$ cat config.mk
export PLATFORM = sky130hd
export DESIGN_NAME = uart_tx_ser_flat
export DESIGN_NICKNAME = d
export VERILOG_FILES = /design/src/rtl/uart_tx_ser_if.sv /design/src/rtl/uart_tx_ser.sv /design/src/flat_wrapper.sv
export SDC_FILE = /design/constraint.sdc
export NUM_CORES = 1
export LEC_CHECK = 0
export CORE_MARGIN = 1.5
export CORE_UTILIZATION = 40
export DETAILED_ROUTE_END_ITERATION = 10
export HOLD_SLACK_MARGIN = 0.02
export PLACE_DENSITY_LB_ADDON = 0.12
export SKIP_CTS_REPAIR_TIMING = 1
export SLEW_MARGIN = 30
export SYNTH_ARGS = -nofsm -noshare
export SYNTH_HDL_FRONTEND = slang
export SYNTH_SLANG_ARGS = --single-unit
$ cat constraint.sdc
create_clock -name clk -period 4 [get_ports clk]
set_input_delay 0.6 -clock clk [delete_from_list [all_inputs] [get_ports clk]]
set_output_delay 0.6 -clock clk [all_outputs]
set_load 0.005 [all_outputs]
$ cat src/rtl/uart_tx_ser_if.sv
// Producer-side bus into the UART serialiser: character push strobe,
// almost-full back-pressure and the bit-period setting.
interface uart_tx_ser_if;
  logic [7:0]  uart_io_char;
  logic        uart_io_we;
  logic        uart_io_full;
  logic [15:0] uart_term;

  modport master (output uart_io_char, output uart_io_we, output uart_term, input uart_io_full);
  modport slave  (input uart_io_char, input uart_io_we, input uart_term, output uart_io_full);
endinterface

$ cat src/rtl/uart_tx_ser.sv
// UART 8N1 transmitter: 2**FIFO_AW-entry character FIFO feeding a bit serialiser.
// state | meaning
// IDLE  | line high, waiting for a queued character
// START | start bit (low) for term_lat cycles
// DATA  | eight data bits, LSB first, term_lat cycles each
// STOP  | stop bit (high); pops the next character back-to-back if one is queued
module uart_tx_ser #(
  parameter int FIFO_AW = 4
) (
  input  logic         clk,
  input  logic         rst_n,
  uart_tx_ser_if.slave io,
  output logic         uart_tx,
  output logic         tx_busy
);
  localparam int DEPTH = 2**FIFO_AW;
  localparam logic [FIFO_AW:0]   CNT_ONE    = (FIFO_AW+1)'(1);
  localparam logic [FIFO_AW:0]   CNT_DEPTH  = (FIFO_AW+1)'(DEPTH);
  localparam logic [FIFO_AW:0]   CNT_ALMOST = (FIFO_AW+1)'(DEPTH-1);
  localparam logic [FIFO_AW-1:0] PTR_ONE    = FIFO_AW'(1);

  localparam logic [1:0] IDLE  = 2'd0;
  localparam logic [1:0] START = 2'd1;
  localparam logic [1:0] DATA  = 2'd2;
  localparam logic [1:0] STOP  = 2'd3;

  logic [7:0]         mem [DEPTH];
  logic [FIFO_AW-1:0] wr_ptr;
  logic [FIFO_AW-1:0] rd_ptr;
  logic [FIFO_AW:0]   count;
  logic [FIFO_AW:0]   count_nxt;
  logic               push;
  logic               pop;
  logic               fifo_ne;
  logic               full_q;

  logic [1:0]  state;
  logic [15:0] baud_cnt;
  logic [15:0] term_lat;
  logic [15:0] term_eff;
  logic [2:0]  bit_idx;
  logic [7:0]  shift;
  logic        tx_q;
  logic        bit_done;

  assign fifo_ne  = (count != '0);
  assign bit_done = (baud_cnt == term_lat - 16'd1);
  // Periods below 2 would leave no room for the counter to run; clamp them.
  assign term_eff = (io.uart_term < 16'd2) ? 16'd2 : io.uart_term;

  // Writes into a full FIFO are discarded; the almost-full flag keeps this rare.
  assign push = io.uart_io_we && (count != CNT_DEPTH);
  assign pop  = fifo_ne && ((state == IDLE) || ((state == STOP) && bit_done));

  always_comb begin
    count_nxt = count;
    if (push && !pop)
      count_nxt = count + CNT_ONE;
    else if (pop && !push)
      count_nxt = count - CNT_ONE;
  end

  always_ff @(posedge clk or negedge rst_n) begin
    if (!rst_n) begin
      wr_ptr <= '0;
      rd_ptr <= '0;
      count  <= '0;
      full_q <= 1'b0;
    end else begin
      if (push)
        wr_ptr <= wr_ptr + PTR_ONE;
      if (pop)
        rd_ptr <= rd_ptr + PTR_ONE;
      count  <= count_nxt;
      full_q <= (count_nxt >= CNT_ALMOST);
    end
  end

  always_ff @(posedge clk) begin
    if (push)
      mem[wr_ptr] <= io.uart_io_char;
  end

  // The line level is registered alongside the state so uart_tx never
  // depends combinationally on inputs.
  always_ff @(posedge clk or negedge rst_n) begin
    if (!rst_n) begin
      state    <= IDLE;
      baud_cnt <= '0;
      term_lat <= 16'd2;
      bit_idx  <= '0;
      shift    <= '0;
      tx_q     <= 1'b1;
    end else begin
      case (state)
        IDLE: begin
          tx_q <= 1'b1;
          if (fifo_ne) begin
            shift    <= mem[rd_ptr];
            term_lat <= term_eff;
            baud_cnt <= '0;
            bit_idx  <= '0;
            state    <= START;
            tx_q     <= 1'b0;
          end
        end
        START: begin
          if (bit_done) begin
            baud_cnt <= '0;
            bit_idx  <= '0;
            state    <= DATA;
            tx_q     <= shift[0];
          end else begin
            baud_cnt <= baud_cnt + 16'd1;
          end
        end
        DATA: begin
          if (bit_done) begin
            baud_cnt <= '0;
            if (bit_idx == 3'd7) begin
              state <= STOP;
              tx_q  <= 1'b1;
            end else begin
              bit_idx <= bit_idx + 3'd1;
              shift   <= {1'b0, shift[7:1]};
              tx_q    <= shift[1];
            end
          end else begin
            baud_cnt <= baud_cnt + 16'd1;
          end
        end
        STOP: begin
          if (bit_done) begin
            baud_cnt <= '0;
            if (fifo_ne) begin
              shift    <= mem[rd_ptr];
              term_lat <= term_eff;
              bit_idx  <= '0;
              state    <= START;
              tx_q     <= 1'b0;
            end else begin
              state <= IDLE;
              tx_q  <= 1'b1;
            end
          end else begin
            baud_cnt <= baud_cnt + 16'd1;
          end
        end
        default: begin
          state <= IDLE;
          tx_q  <= 1'b1;
        end
      endcase
    end
  end

  assign uart_tx         = tx_q;
  assign io.uart_io_full = full_q;
  assign tx_busy         = (state != IDLE) || fifo_ne;

endmodule

$ cat src/flat_wrapper.sv
// flat-port wrapper written by rule: the top's interface ports become plain ports
module uart_tx_ser_flat 
#(
  parameter int FIFO_AW = 4
)
  (clk, rst_n, uart_tx, tx_busy, io_uart_io_char, io_uart_io_we, io_uart_term, io_uart_io_full);
  uart_tx_ser_if io_i ();
  input  logic clk;
  input  logic rst_n;
  output logic uart_tx;
  output logic tx_busy;
  input wire logic [$bits(io_i.uart_io_char)-1:0] io_uart_io_char;
  input wire logic [$bits(io_i.uart_io_we)-1:0] io_uart_io_we;
  input wire logic [$bits(io_i.uart_term)-1:0] io_uart_term;
  output wire logic [$bits(io_i.uart_io_full)-1:0] io_uart_io_full;
  assign io_i.uart_io_char = io_uart_io_char;
  assign io_i.uart_io_we = io_uart_io_we;
  assign io_i.uart_term = io_uart_term;
  assign io_uart_io_full = io_i.uart_io_full;
  uart_tx_ser #(.FIFO_AW(FIFO_AW)) u_core (.clk(clk), .rst_n(rst_n), .io(io_i), .uart_tx(uart_tx), .tx_busy(tx_busy));
endmodule
==> flow_metrics.env, run 1 <==
export IMPL_final_max_slew_viol_count=0
export IMPL_hold_path_class="primary input to asynchronous set/reset pin"
export IMPL_fillers=1855
export IMPL_min_period_ns=3.628
export IMPL_final_cell_mix="edfxtp_1 (128), dfrtp_1 (56), nand2_1 (49), o21ai_0 (42), mux4_2 (40)"
export IMPL_timing_setup_tns_ns=0
export IMPL_die_area_mm2=0.02250
export IMPL_synth_edff_count=128
export IMPL_netlist_instances=598
export IMPL_slew_headroom_pct=37.51
export IMPL_grt_overflow_total=0
export IMPL_chipWidth_um=150.0
export IMPL_worst_pin_slew_ns=0.9374
export IMPL_htree_levels=4
export IMPL_mostFrequentLayoutCell="edfxtp_1"
export IMPL_portBuffers=29
export IMPL_io_pins=30
export IMPL_slowest_stage="a21oi_4"
export IMPL_nNetsFinal=674
export IMPL_vias=5049
export IMPL_worstSetupStartpoint="u_core.term_lat[0]$_DFFE_PN0P_"
export IMPL_avgSynthCellArea_um2=14.45
export IMPL_rows=53
export IMPL_cp_num_buf_inv=1
export IMPL_start_util_pct=40.98
export IMPL_grt_pass1_wl_mm=28.81
export IMPL_cp_slowest_stage_delay_ns=0.61
export IMPL_clk_pin_slew_ns=0.07
export IMPL_area_growth_pct=13.55
export IMPL_multi_input_area_mm2=0.003100
export IMPL_ys_types=61
export IMPL_track_usage_pct=17.31
export IMPL_grt_max_degree=36
export IMPL_core_area_mm2=0.02109
export IMPL_rr_startpoint="u_core.term_lat[0]$_DFFE_PN0P_"
export IMPL_max_freq_mhz=275.6
export IMPL_cts_buffer_depth=2
export IMPL_worstSetupPathType="flip-flop to flip-flop"
export IMPL_drv_cap=0
export IMPL_rsz0062_at_grt="false"
export IMPL_synth_flop_cell="edfxtp_1"
export IMPL_place_inst=886
export IMPL_drive_above_1_share_pct=17.73
export IMPL_register_area_mm2=0.005350
export IMPL_diodes=0
export IMPL_finalHoldViolCount=0
export IMPL_ys_warn_count=0
export IMPL_grt_pass1_vias=5163
export IMPL_fin_cells=918
export IMPL_ir_drop_v=0.0003021
export IMPL_yosysSeqAreaShare_pct=61.88
export IMPL_setup_viol_count_final=0
export IMPL_critPathTopFamily="simple AND/OR/NAND/NOR gates"
export IMPL_die_h_um=150.0
export IMPL_worst_setup_path_start_kind="flip-flop"
export IMPL_clockRootBuffer="clkbuf_16"
export IMPL_vias_per_cell=5.500
export IMPL_gp_congestion=0.8411
export IMPL_powerDensity_mw_per_mm2=699.8
export IMPL_first_pass_iters=4
export IMPL_numClockSinks=188
export IMPL_wl_per_cell_um=19.54
export IMPL_syn_cell_area_mm2=0.008642
export IMPL_dpl_hpwl_mm=12.27
export IMPL_cts_inserted_buffers=17
export IMPL_crit_path_max_fanout=18
export IMPL_tritoncts="yes"
export IMPL_drt_initial_drc_count=408
export IMPL_critPathArrivalTime_ns=3.95
export IMPL_wl_mm=17.94
export IMPL_ys_async_sr_fraction_pct=31.91
export IMPL_critPathCaptureType="flip-flop"
export IMPL_ys_ff_latch=188
export IMPL_syn_nets=642
export IMPL_drc=0
export IMPL_insertion_delay_ns=0.44
export IMPL_status="finished clean"
export IMPL_antenna_found_initial=0
export IMPL_cp_cell_sequence="inv_1 -> ha_1 -> or4b_4 -> nor4_1 -> xnor2_1 -> a211o_1 -> nand4bb_1 -> a21oi_4 -> mux2_2"
export IMPL_cp_data_required_time_ns=4.32
export IMPL_leakage_nw=3.453
export IMPL_finalCritPeriodShare_pct=90.71
export IMPL_ant_nets=0
export IMPL_finalClockSkew_ns=0.01345
==> final timing paths <==
path | depth (start not counted) | slack, ns | end
hold / removal | 1 | 0.24 | u_core.term_lat[2]$_DFFE_PN0P_
max in group asynchronous | 2 | 2.86 | u_core.uart_tx$_DFFE_PN1P_
setup / recovery | 9 | 0.37 | u_core.term_lat[10]$_DFFE_PN0P_
hold reg to reg | 2 | 0.49 | u_core.uart_tx$_DFFE_PN1P_
setup reg to reg | 9 | 0.37 | u_core.term_lat[10]$_DFFE_PN0P_
min in group clk | 2 | 0.49 | u_core.uart_tx$_DFFE_PN1P_
==> registers in the layout, indices dropped and copies added, names as in the netlist <==
register / cells
u_core.shift: 8
u_core.uart_tx: 1
u_core.bit_idx: 3
u_core.mem: 128
u_core.wr_ptr: 4
u_core.rd_ptr: 4
u_core.baud_cnt: 16
u_core.state: 2
u_core.io.uart_io_full: 1
u_core.term_lat: 16
u_core.count: 5
==> cells in the mapped netlist, types with 2 or more instances <==
cell / instances / area share (%)
buf_1: 6 / 0.26
nor4_1: 6 / 0.43
a21oi_1: 4 / 0.23
mux2i_1: 8 / 0.93
or3_1: 4 / 0.29
edfxtp_1: 128 / 44
a2111oi_0: 3 / 0.30
a21boi_0: 2 / 0.17
nand3b_1: 3 / 0.26
dfstp_2: 2 / 0.61
mux4_2: 40 / 10
nor3_2: 2 / 0.23
a32o_1: 2 / 0.23
buf_6: 4 / 0.52
dfrtp_1: 58 / 17
a22o_1: 3 / 0.30
a31oi_1: 2 / 0.14
clkbuf_1: 15 / 0.65
a211o_1: 3 / 0.30
inv_1: 16 / 0.69
o21ai_1: 3 / 0.17
nand4_1: 6 / 0.43
nand4b_1: 2 / 0.20
o31ai_1: 2 / 0.17
a21oi_4: 2 / 0.38
or2_2: 2 / 0.14
o21ai_0: 42 / 2.4
xor2_1: 15 / 1.5
nor4b_1: 2 / 0.20
a211oi_1: 2 / 0.17
nor2_1: 28 / 1.2
and3_1: 11 / 0.80
nor3b_1: 3 / 0.26
mux2_2: 15 / 2.0
nand2b_1: 8 / 0.58
xnor2_1: 17 / 1.7
nand3_1: 23 / 1.3
o211ai_1: 5 / 0.43
ha_1: 17 / 2.5
nor3_1: 11 / 0.64
nand2_1: 49 / 2.1
or4_1: 3 / 0.26
==> report_power, final <==
group / switching [mW] / internal, mW
Sequential: 0.512 / 2.47
Combinational: 1.08 / 1.13
Clock: 0.827 / 0.847
==> logic make-up (layout without fill, tap and decap cells) <==
group | Yosys count | count (layout) | synth area share (%)
adder cells (fa/ha/maj) | 17 | 17 | 2.461
XOR/XNOR | 32 | 32 | 3.243
AO/OA/AOI/OAI | 85 | 85 | 6.559
multiplexers | 63 | 63 | 13.31
buffers and inverters | 43 | 88 | 2.273
AND/OR/NAND/NOR | 170 | 170 | 10.28
flip-flops | 188 | 188 | 61.88
==> layer usage <==
metal	routed length [um]	vias to the layer above	track usage, %
li1	-	2361	-
met1	8632	2619	24.76
met2	8596	65	26.83
met3	633	4	3.384
met4	76	0	4.951
met5	0	-	0
==> layout make-up <==
cell class | instances | share of cell area [%]
well taps | 275 | 3.506
multi-input cells | 367 | 31.60
clock buffers | 18 | 4.373
flip-flops and latches | 188 | 54.52
clock inverters | 14 | 1.645
inverters | 16 | 0.6120
repair buffers | 40 | 3.749
==> worst register-to-register path, delay by kind of cell (launching register included) <==
kind	cells	cell delay (ns)
adder cells (fa/ha/maj)	1	0.24
XOR/XNOR	1	0.14
AND/OR/NAND/NOR	3	1.32
multiplexers	1	0.40
AO/OA/AOI/OAI	2	0.91
buffers and inverters	1	0.09
flip-flops	1	0.42
==> stage by stage <==
stage          util (%)  hold slack [ns]  power, mW  setup slack (ns)  instance area, um2
5_1_grt           46.53           0.2929      7.291           0.09298                9813
4_1_cts           46.52           0.2477      6.953            0.2420                9811
2_1_floorplan         -           0.3044      4.623            0.9496                8642
3_5_place_dp      43.72           0.4749      5.260            0.4082                9220
3_3_place_gp      43.72           0.4659      5.199            0.4853                9220
6_report          46.53           0.2353      6.867            0.3717                9813
No activity file was read; power rests on OpenSTA's default activity.
==> run 2: changes to the inputs <==
Settings changed: RECOVER_POWER from default to 100.
==> flow_metrics.env, run 2 (synthesis results as in run 1) <==
export IMPL_cp_data_required_time_ns=4.35
export IMPL_clk_pin_slew_ns=0.08
export IMPL_vias_per_cell=5.523
export IMPL_leakage_nw=3.425
export IMPL_drv_cap=2
export IMPL_reg2reg_to="u_core.io.uart_io_full$_DFF_PN0_"
export IMPL_die_h_um=150.0
export IMPL_final_max_slew_viol_count=63
export IMPL_finalCritPeriodShare_pct=89.64
export IMPL_clockRootBuffer="clkbuf_16"
export IMPL_die_area_mm2=0.02250
export IMPL_worst_pin_slew_ns=1.809
export IMPL_hold_path_class="flip-flop to flip-flop"
export IMPL_fin_cells=918
export IMPL_diodes=0
export IMPL_chipWidth_um=150.0
export IMPL_htree_levels=4
export IMPL_worst_setup_path_start_kind="flip-flop"
export IMPL_wl_per_cell_um=19.63
export IMPL_insertion_delay_ns=0.43
export IMPL_rsz0062_at_grt="false"
export IMPL_reg2reg_setup_slack_ns=0.41
export IMPL_largest_reg_flops=128
export IMPL_timing_setup_tns_ns=0
export IMPL_p_sw_share_pct=35.30
export IMPL_track_usage_pct=17.31
export IMPL_ir_drop_v=0.0003037
export IMPL_seq_power_share_pct=43.6
export IMPL_mostFrequentLayoutCell="edfxtp_1"
export IMPL_slew_headroom_pct=-20.58
export IMPL_clkPwrFrac_pct=24.5
export IMPL_grt_pass1_vias=5163
export IMPL_crit_path_end="u_core.io.uart_io_full$_DFF_PN0_"
export IMPL_grt_max_degree=36
export IMPL_powerDensity_mw_per_mm2=699.9
export IMPL_grt_overflow_total=0
export IMPL_worstSetupPathType="flip-flop to flip-flop"
export IMPL_portBuffers=29
export IMPL_p_comb_share_pct=31.9
export IMPL_dpl_hpwl_mm=12.27
export IMPL_place_inst=886
export IMPL_gp_congestion=0.8411
export IMPL_vias=5070
export IMPL_wl_mm=18.02
export IMPL_area_growth_pct=13.00
export IMPL_min_period_ns=3.586
export IMPL_worstSetupStartpoint="u_core.term_lat[0]$_DFFE_PN0P_"
export IMPL_top_regs="u_core.mem (128), u_core.baud_cnt (16), u_core.term_lat (16)"
export IMPL_start_util_pct=40.98
export IMPL_hold_depth=2
export IMPL_core_area_mm2=0.02109
export IMPL_rr_startpoint="u_core.term_lat[0]$_DFFE_PN0P_"
export IMPL_tritoncts="yes"
export IMPL_finalClockSkew_ns=0.01308
export IMPL_top_register="u_core.mem"
export IMPL_final_cell_mix="edfxtp_1 (128), dfrtp_1 (56), nand2_1 (49), o21ai_0 (46), mux4_2 (40)"
export IMPL_max_freq_mhz=278.9
export IMPL_finalHoldViolCount=0
export IMPL_rows=53
export IMPL_first_pass_iters=5
export IMPL_violations="capacitance limit, slew limit"
export IMPL_numClockSinks=188
export IMPL_nNetsFinal=674
export IMPL_ant_nets=0
export IMPL_drive_above_1_share_pct=15.86
export IMPL_antenna_found_initial=0
export IMPL_hp_start="u_core.shift[6]$_DFFE_PN0P_"
export IMPL_grt_pass1_wl_mm=28.81
export IMPL_cts_inserted_buffers=17
export IMPL_status="finished, violations left"
export IMPL_internal_power_mw=4.423
export IMPL_crit_path_max_fanout=7
export IMPL_drt_initial_drc_count=426
export IMPL_critPathArrivalTime_ns=3.93
export IMPL_worstRegToRegCells=11
export IMPL_drc=0
export IMPL_io_pins=30
export IMPL_power_switching_mw=2.412
export IMPL_setup_viol_count_final=0
export IMPL_critPathCaptureType="flip-flop"
export IMPL_cts_buffer_depth=2
[run 2: final cells by class]
class                   count  area (um2)
multi-input cells         367        3080
inverters                  16       60.06
flip-flops and latches    188        5350
fillers                  1861       11320
repair buffers             40       340.3
well taps                 275       344.1
clock inverters            14       161.4
clock buffers              18       429.2
[run 2: power groups by stage]
stage | Combinational (mW) | Sequential, mW | Clock (mW)
5_1_grt | 2.41 | 3.06 | 1.79
6_report | 2.18 | 2.98 | 1.68
4_1_cts | 2.24 | 2.99 | 1.72
2_1_floorplan | 1.94 | 2.68 | 0
3_3_place_gp | 2.19 | 3.01 | 0
3_5_place_dp | 2.23 | 3.03 | 0
[run 2: worst min path at each step]
stage                                                end  slack [ns]
final                        u_core.shift[6]$_DFFE_PN0P_        0.48
after floorplan           u_core.baud_cnt[0]$_DFFE_PN0N_        0.30
after global placement       u_core.shift[3]$_DFFE_PN0P_        0.47
after CTS                 u_core.term_lat[2]$_DFFE_PN0P_        0.25
after detailed placement     u_core.shift[6]$_DFFE_PN0P_        0.47
after global routing         u_core.shift[6]$_DFFE_PN0P_        0.51
[run 2: worst max-delay path, cell delays in order (launching register included)]
cell and delay, ns:
dfrtp_1 0.42, inv_1 0.09, ha_1 0.24, or4b_4 0.52
nor4_1 0.32, xnor2_1 0.13, a211o_1 0.29, nand4bb_1 0.41
a21oi_1 0.50, a2bb2oi_1 0.19, nor3b_1 0.17, a211oi_1 0.22
[run 2: per-layer routing]
metal  track usage (%)  vias to the layer above  routed length (um)  share of wire (%)
met5                 0                        -                   0                  0
met4             4.951                        0                 113               0.63
met1             24.76                     2625                8807                 49
li1                  -                     2365                   -                  -
met3             3.384                        9                 562                3.1
met2             26.83                       71                8533                 47
[run 2: stage by stage]
step	hold slack [ns]	area, um2	worst slack (ns)	util (%)	total power, mW
after floorplan	0.3044	8642	0.9496	-	4.623
after global placement	0.4659	9220	0.4853	43.72	5.199
after detailed placement	0.4749	9220	0.4082	43.72	5.260
after CTS	0.2477	9811	0.2420	46.52	6.953
after global routing	0.5109	9766	0.05404	46.31	7.256
final	0.4804	9766	0.4144	46.31	6.835
